File: src/rtl/memory_interface_if.sv
// External memory bus: one handshaked beat per request, valid held until ready.
interface memory_interface_if;
  logic [31:0] mem_addr;
  logic [31:0] mem_wdata;
  logic [3:0]  mem_be;
  logic        mem_we;
  logic        mem_valid;
  logic        mem_ready;
  logic [31:0] mem_rdata;

  modport master (
    output mem_addr, mem_wdata, mem_be, mem_we, mem_valid,
    input  mem_ready, mem_rdata
  );

  modport slave (
    input  mem_addr, mem_wdata, mem_be, mem_we, mem_valid,
    output mem_ready, mem_rdata
  );
endinterface

File: src/rtl/memory_interface.sv
// Bus-side memory stage: one handshaked transaction per core request, with
// byte-lane steering, read-data extraction and a wait-state timeout.
module memory_interface_lane (
  input  logic       byte_acc,
  input  logic       hit,
  input  logic [7:0] wbyte,
  input  logic [7:0] wlo,
  output logic       be,
  output logic [7:0] wout
);
  // Byte stores broadcast the low byte to every lane; the enable picks the target.
  assign be   = byte_acc ? hit : 1'b1;
  assign wout = byte_acc ? wlo : wbyte;
endmodule

module memory_interface #(
  parameter int TIMEOUT = 16,
  parameter int CNT_W   = 8
) (
  input  logic                clk,
  input  logic                reset,
  input  logic                req,
  input  logic                we,
  input  logic                byte_acc,
  input  logic [31:0]         addr,
  input  logic [31:0]         wdata,
  output logic [31:0]         rdata,
  output logic                busy,
  output logic                done,
  output logic                abort,
  memory_interface_if.master  mem
);
  localparam int NUM_LANES = 4;
  localparam logic [CNT_W-1:0] TO_LAST = CNT_W'(TIMEOUT == 0 ? 0 : TIMEOUT - 1);

  typedef enum logic [1:0] {IDLE, REQ, RESP, ERR} state_t;

  state_t state_q, state_d;

  logic                        we_l, byte_l;
  logic [1:0]                  lane_l;
  logic [31:0]                 maddr_q;
  logic [NUM_LANES-1:0]        be_l;
  logic [NUM_LANES-1:0][7:0]   wdata_l;
  logic [CNT_W-1:0]            cnt_q;

  logic                        accept, capture, timeout_hit, in_req;
  logic [NUM_LANES-1:0]        be_n;
  logic [NUM_LANES-1:0][7:0]   wd_n;
  logic [NUM_LANES-1:0][7:0]   rd_lanes;

  for (genvar i = 0; i < NUM_LANES; i++) begin : g_lane
    memory_interface_lane u_lane (
      .byte_acc (byte_acc),
      .hit      (addr[1:0] == 2'(i)),
      .wbyte    (wdata[8*i +: 8]),
      .wlo      (wdata[7:0]),
      .be       (be_n[i]),
      .wout     (wd_n[i])
    );
  end

  assign rd_lanes    = mem.mem_rdata;
  assign in_req      = (state_q == REQ);
  assign timeout_hit = (TIMEOUT != 0) && (cnt_q == TO_LAST);

  always_ff @(posedge clk or posedge reset) begin
    if (reset) state_q <= IDLE;
    else       state_q <= state_d;
  end

  always_comb begin
    state_d = state_q;
    accept  = 1'b0;
    capture = 1'b0;
    case (state_q)
      IDLE: if (req) begin
        accept  = 1'b1;
        state_d = (!byte_acc && addr[1:0] != 2'b00) ? ERR : REQ;
      end
      // Ready takes priority over an expiring wait counter on the same edge.
      REQ: if (mem.mem_ready) begin
        capture = !we_l;
        state_d = RESP;
      end else if (timeout_hit) begin
        state_d = ERR;
      end
      RESP:    state_d = IDLE;
      ERR:     state_d = IDLE;
      default: state_d = IDLE;
    endcase
  end

  always_ff @(posedge clk or posedge reset) begin
    if (reset) begin
      we_l    <= 1'b0;
      byte_l  <= 1'b0;
      lane_l  <= 2'b00;
      maddr_q <= '0;
      be_l    <= '0;
      wdata_l <= '0;
      cnt_q   <= '0;
      rdata   <= '0;
    end else begin
      if (accept) begin
        we_l    <= we;
        byte_l  <= byte_acc;
        lane_l  <= addr[1:0];
        maddr_q <= {addr[31:2], 2'b00};
        be_l    <= be_n;
        wdata_l <= wd_n;
        cnt_q   <= '0;
      end else if (in_req && !mem.mem_ready) begin
        cnt_q <= cnt_q + 1'b1;
      end
      if (capture)
        rdata <= byte_l ? {24'b0, rd_lanes[lane_l]} : mem.mem_rdata;
    end
  end

  assign mem.mem_valid = in_req;
  assign mem.mem_we    = we_l & in_req;
  assign mem.mem_be    = be_l & {NUM_LANES{in_req}};
  assign mem.mem_addr  = maddr_q;
  assign mem.mem_wdata = wdata_l;

  assign busy  = (state_q != IDLE);
  assign done  = (state_q == RESP);
  assign abort = (state_q == ERR);
endmodule

File: src/flat_wrapper.sv
// flat-port wrapper written by rule: the top's interface ports become plain ports
module memory_interface_flat 
#(
  parameter int TIMEOUT = 16,
  parameter int CNT_W   = 8
)
  (clk, reset, req, we, byte_acc, addr, wdata, rdata, busy, done, abort, mem_mem_addr, mem_mem_wdata, mem_mem_be, mem_mem_we, mem_mem_valid, mem_mem_ready, mem_mem_rdata);
  memory_interface_if mem_i ();
  input  logic clk;
  input  logic reset;
  input  logic req;
  input  logic we;
  input  logic byte_acc;
  input  logic [31:0] addr;
  input  logic [31:0] wdata;
  output logic [31:0] rdata;
  output logic busy;
  output logic done;
  output logic abort;
  output wire logic [$bits(mem_i.mem_addr)-1:0] mem_mem_addr;
  output wire logic [$bits(mem_i.mem_wdata)-1:0] mem_mem_wdata;
  output wire logic [$bits(mem_i.mem_be)-1:0] mem_mem_be;
  output wire logic [$bits(mem_i.mem_we)-1:0] mem_mem_we;
  output wire logic [$bits(mem_i.mem_valid)-1:0] mem_mem_valid;
  input wire logic [$bits(mem_i.mem_ready)-1:0] mem_mem_ready;
  input wire logic [$bits(mem_i.mem_rdata)-1:0] mem_mem_rdata;
  assign mem_mem_addr = mem_i.mem_addr;
  assign mem_mem_wdata = mem_i.mem_wdata;
  assign mem_mem_be = mem_i.mem_be;
  assign mem_mem_we = mem_i.mem_we;
  assign mem_mem_valid = mem_i.mem_valid;
  assign mem_i.mem_ready = mem_mem_ready;
  assign mem_i.mem_rdata = mem_mem_rdata;
  memory_interface #(.TIMEOUT(TIMEOUT), .CNT_W(CNT_W)) u_core (.clk(clk), .reset(reset), .req(req), .we(we), .byte_acc(byte_acc), .addr(addr), .wdata(wdata), .rdata(rdata), .busy(busy), .done(done), .abort(abort), .mem(mem_i));
endmodule
File: config.mk
export PLATFORM = sky130hd
export DESIGN_NAME = memory_interface_flat
export DESIGN_NICKNAME = d
export VERILOG_FILES = /design/src/rtl/memory_interface_if.sv /design/src/rtl/memory_interface.sv /design/src/flat_wrapper.sv
export SDC_FILE = /design/constraint.sdc
export NUM_CORES = 1
export LEC_CHECK = 0
export ABC_AREA = 0
export BUFFER_PORTS_ARGS = -buffer_cell sky130_fd_sc_hd__buf_2
export CAP_MARGIN = 20
export CORE_ASPECT_RATIO = 0.7
export CORE_MARGIN = 2
export CORE_UTILIZATION = 44
export DETAILED_ROUTE_END_ITERATION = 7
export GPL_TIMING_DRIVEN = 0
export PLACE_DENSITY = 0.78
export SYNTH_ARGS = -nofsm -noshare
export SYNTH_HDL_FRONTEND = slang
export SYNTH_HIERARCHICAL = 1
export SYNTH_SLANG_ARGS = --single-unit
File: constraint.sdc
create_clock -name clk -period 3.2 [get_ports clk]
set_input_delay 0.16 -clock clk [delete_from_list [all_inputs] [get_ports clk]]
set_output_delay 0.16 -clock clk [all_outputs]
set_load 0.01 [all_outputs]
==> impl_summary.md <==
Synthesis
The number of flops mapped to enable cells by yosys is 0. In the synthesized netlist, the number of instances is 420. Yosys attributes the largest share of cell area to dfrtp_1 53%, mux2_2 15%, mux2_4 9.0%, nand2_1 3.4%, buf_6 2.7%. The biggest area contributor in the post-synthesis netlist is dfrtp_1. The dominant register cell in the synthesized netlist is dfrtp_1. The async set or reset register ratio after synthesis is 100%. The portion of synthesized cell area occupied by the leading cell type is 52.5%. The number of synthesis warnings is 6. The sequential element share of the synthesized area is 52.5%.

The netlist area before placement is 0.00534 mm^2. In this run, synthesis produced a sequential element count of 112. The number of distinct library cells after synthesis is 41.

The average size of a mapped cell is 12.7 um^2.

Clock tree
TritonCTS built the clock tree. The longest clock path from root to sink contains 2 buffers. Clock tree synthesis inserted a total of 9 buffers. The CTS clock-pin slew for the worst setup and hold paths is 0.07 ns. In this run the post-CTS setup repair buffer count came out at 0. Counting every sink on the clock net gives 112. The H-tree generated during clock tree synthesis spans 3 levels. The number of gates resized after cts is 0. The root cell of the clock tree is clkbuf_16. The later pin in the worst-skew pair is clocked with a latency of 0.34 ns.

STA
For the final database, setup skew stands at 0.00376 ns. Setup violations remaining at the end of the flow were counted as 0. The final critical path takes up 55.1% of the cycle.

The worst pin sits at a relative slew slack of 45.1%. The number of pins exceeding their max-slew limit in the final report is 0. The number of hold violations in the final report is 0. The transition time at the pin with the least slew margin is 0.814 ns.

Derived from the worst setup path, the maximum achievable clock frequency is 567 MHz. After layout, the minimum clock period comes to 1.76 ns. Setup repair after global routing left no endpoint under its margin. The final sum of negative setup slack is 0 ns. The worst setup slack after layout is 1.44 ns.

Finish
The share of cells above drive strength 1 is 54.7%. For this run, the post-layout net count is 741. From synthesis to final layout, the design area changed by 29.1%. The antenna diode instance count is 0. The sequential standard cell area is 0.00280 mm^2. The number of fillers in the final layout is 982.

Summing all multi-input logic gate instances after layout gives 0.00226 mm^2.

Global routing
Entering global routing, the biggest net connects 73 pins. The number of global-route vias before repair is 4055. For this run the aggregate overflow at the end of global routing stands at 0. The global-route wire length before repair is 20.4 mm. Global routing consumed, over all layers together, 20.5% of the routing resources. The number of antenna violations at the first check in global routing is 1.

Critical path
STA puts the critical path data arrival time at 2.00 ns. The category of the worst setup path capture point is a flop. The startpoint type of the worst setup path is a flop. Of all nets on the critical path, the largest fanout is 10. On the worst path, the slowest cell contributes a delay of 0.67 ns.

The required arrival time at the worst endpoint is 3.44 ns. The signal on the critical path passes through buf_2, o21ai_0, a311oi_1, o31ai_1. The path type of the worst setup path is reg -> reg. The slowest cell on the critical path is o21ai_0.

Die
Once the floorplan was initialized, standard cells occupied 45.4% of the core. The floorplan step set the die width to 136 um. The floorplan has 33 rows.

The core region is 0.0118 mm^2. The full die area is 0.0130 mm^2. 207 I/O pins were placed.

The floorplan step set the die height to 96.2 um.

Drt
The routed wirelength normalized by instance count is 16.9 um. The detailed router finished its first iteration with 199 violations. The pre-antenna-repair detailed-routing pass consisted of 4 iterations. For this block, the routed nets add up to 13.5 mm of wire. In the routed layout, each cell is associated on average with a via count of 5.14. Summing over every cut layer, the via total after detailed routing is 4106. In this run the remaining antenna-violating nets after routing total 0. In the routed design, unresolved DRC markers number 0.

Outcome
The flow ran to the end, and the final reports show no timing, DRC or antenna violations.

Worst hold path
The path class of the tightest hold or removal check is in -> reg.

Placed design
The pre-CTS worst setup slack is 1.48 ns. Detailed placement finished with a half-perimeter wire length of 10.2 mm. The count of buffers added on input and output ports is 204.

The final weighted congestion of routability-driven global placement is 0.832.

Run
The total of max-cap violations is 0.

Pwr
VDD sags by at most 349 uV. Power spread over the standard cell area amounts to 906 mW/mm^2. The leakage component of the power is 3.46 nW.
## cell families after synthesis
logic type,count (synthesis),synth area share (%)
multiplexers,103,23.9
flip-flops,112,52.5
buffers and inverters,44,5.27
other,1,0.0703
AND/OR/NAND/NOR,94,8.81
adder cells (fa/ha/maj),1,0.234
XOR/XNOR,7,1.15
AO/OA/AOI/OAI,58,8.02
## synthesized netlist by cell type, types with 4 or more instances
library cell	number
dfrtp_1	112
mux2_2	69
nand2_1	48
mux2_4	32
nor2_1	18
o31ai_1	18
inv_1	15
buf_6	13
o21ai_0	11
o22ai_1	8
a311oi_1	7
and2_1	7
buf_2	6
clkbuf_1	6
nand2b_1	6
xnor2_1	6
o21ai_1	4
## what timing repair did
action / 4_1_cts / 5_1_grt
hold buffers: 1 / 0
setup endpoints to repair: 0 / 0
endpoints found under the hold margin: 40 / 0
## through the flow
stage	util, %	total power, mW	cell area [um^2]	cells	hold WS, ns
6_report	58.6	6.25	6890	799	0.0461
5_1_grt	58.6	6.66	6890	799	0.0289
4_1_cts	58.6	6.32	6890	799	0.0270
3_5_place_dp	56.0	5.18	6590	783	0.261
3_3_place_gp	55.7	5.04	6560	782	0.391
2_1_floorplan	-	4.08	5340	421	0.277
## where the power goes
part / total (mW) / leakage, nW / internal [mW] / switching [mW]
clock: 1.11 / 0.142 / 0.607 / 0.506
combinational: 2.73 / 1.96 / 1.32 / 1.41
sequential: 2.41 / 1.36 / 2.06 / 0.348
## registers in the layout (all words and copies together), names as in the netlist
name                  flops
u_core/be_l               4
u_core/byte_l             1
u_core/cnt_q              8
u_core/lane_l             2
u_core/mem.mem_addr      30
u_core/mem.mem_wdata     32
u_core/rdata             32
u_core/state_q            2
u_core/we_l               1
## metal layers
metal | track usage, % | wire (um) | vias up | part of all wire, %
met5 | 0 | 16 | - | 0.12
met3 | 5.79 | 1210 | 20 | 9.0
li1 | - | - | 1896 | -
met4 | 6.94 | 202 | 2 | 1.5
met2 | 34.6 | 6470 | 195 | 48
met1 | 25.6 | 5570 | 1993 | 41
## cells in the final DEF (no fill, tap or decap), types with 2 or more instances in the layout
cell type,count
a2111oi_4,2
a211oi_1,2
a21oi_1,3
a311oi_1,7
and2_1,7
buf_2,210
buf_4,3
buf_6,13
clkbuf_1,6
clkbuf_16,9
clkinv_4,2
conb_1,2
dfrtp_1,112
inv_1,14
mux2_2,69
mux2_4,32
mux2i_1,2
nand2_1,48
nand2b_1,6
nor2_1,18
nor2b_1,3
nor3b_1,2
o21ai_0,11
o21ai_1,4
o22ai_1,8
o31ai_1,18
xnor2_1,6
## cell type report
type                    instances  area share, %
clock inverters                 6          0.998
repair buffers                206           15.4
flip-flops and latches        112           40.7
inverters                      15          0.853
well taps                     157           2.85
plain buffers                  29           3.27
clock buffers                   9           3.27
multi-input cells             265           32.7
## critical path: cells and delay by family, from the launching register on
kind	cells	cell delay, ns
buffers and inverters	1	0.18
AO/OA/AOI/OAI	3	1.13
flip-flops	1	0.35
## final timing paths
kind                                               from                                    to  slack, ns  cells after the start
max in group asynchronous                         reset          u_core/rdata[15]$_DFFE_PP0P_       2.03                      4
max reg2reg                u_core/lane_l[0]$_DFFE_PP0P_           u_core/rdata[3]$_DFFE_PP0P_       1.44                      4
max                        u_core/lane_l[0]$_DFFE_PP0P_           u_core/rdata[3]$_DFFE_PP0P_       1.44                      4
min reg2reg                u_core/rdata[19]$_DFFE_PP0P_          u_core/rdata[19]$_DFFE_PP0P_       0.48                      2
min                                            addr[27]   u_core/mem.mem_addr[27]$_DFFE_PP0P_       0.05                      2
min in group asynchronous                         reset  u_core/mem.mem_wdata[10]$_DFFE_PP0P_       0.45                      3
No activity file was read; power rests on OpenSTA's default activity.
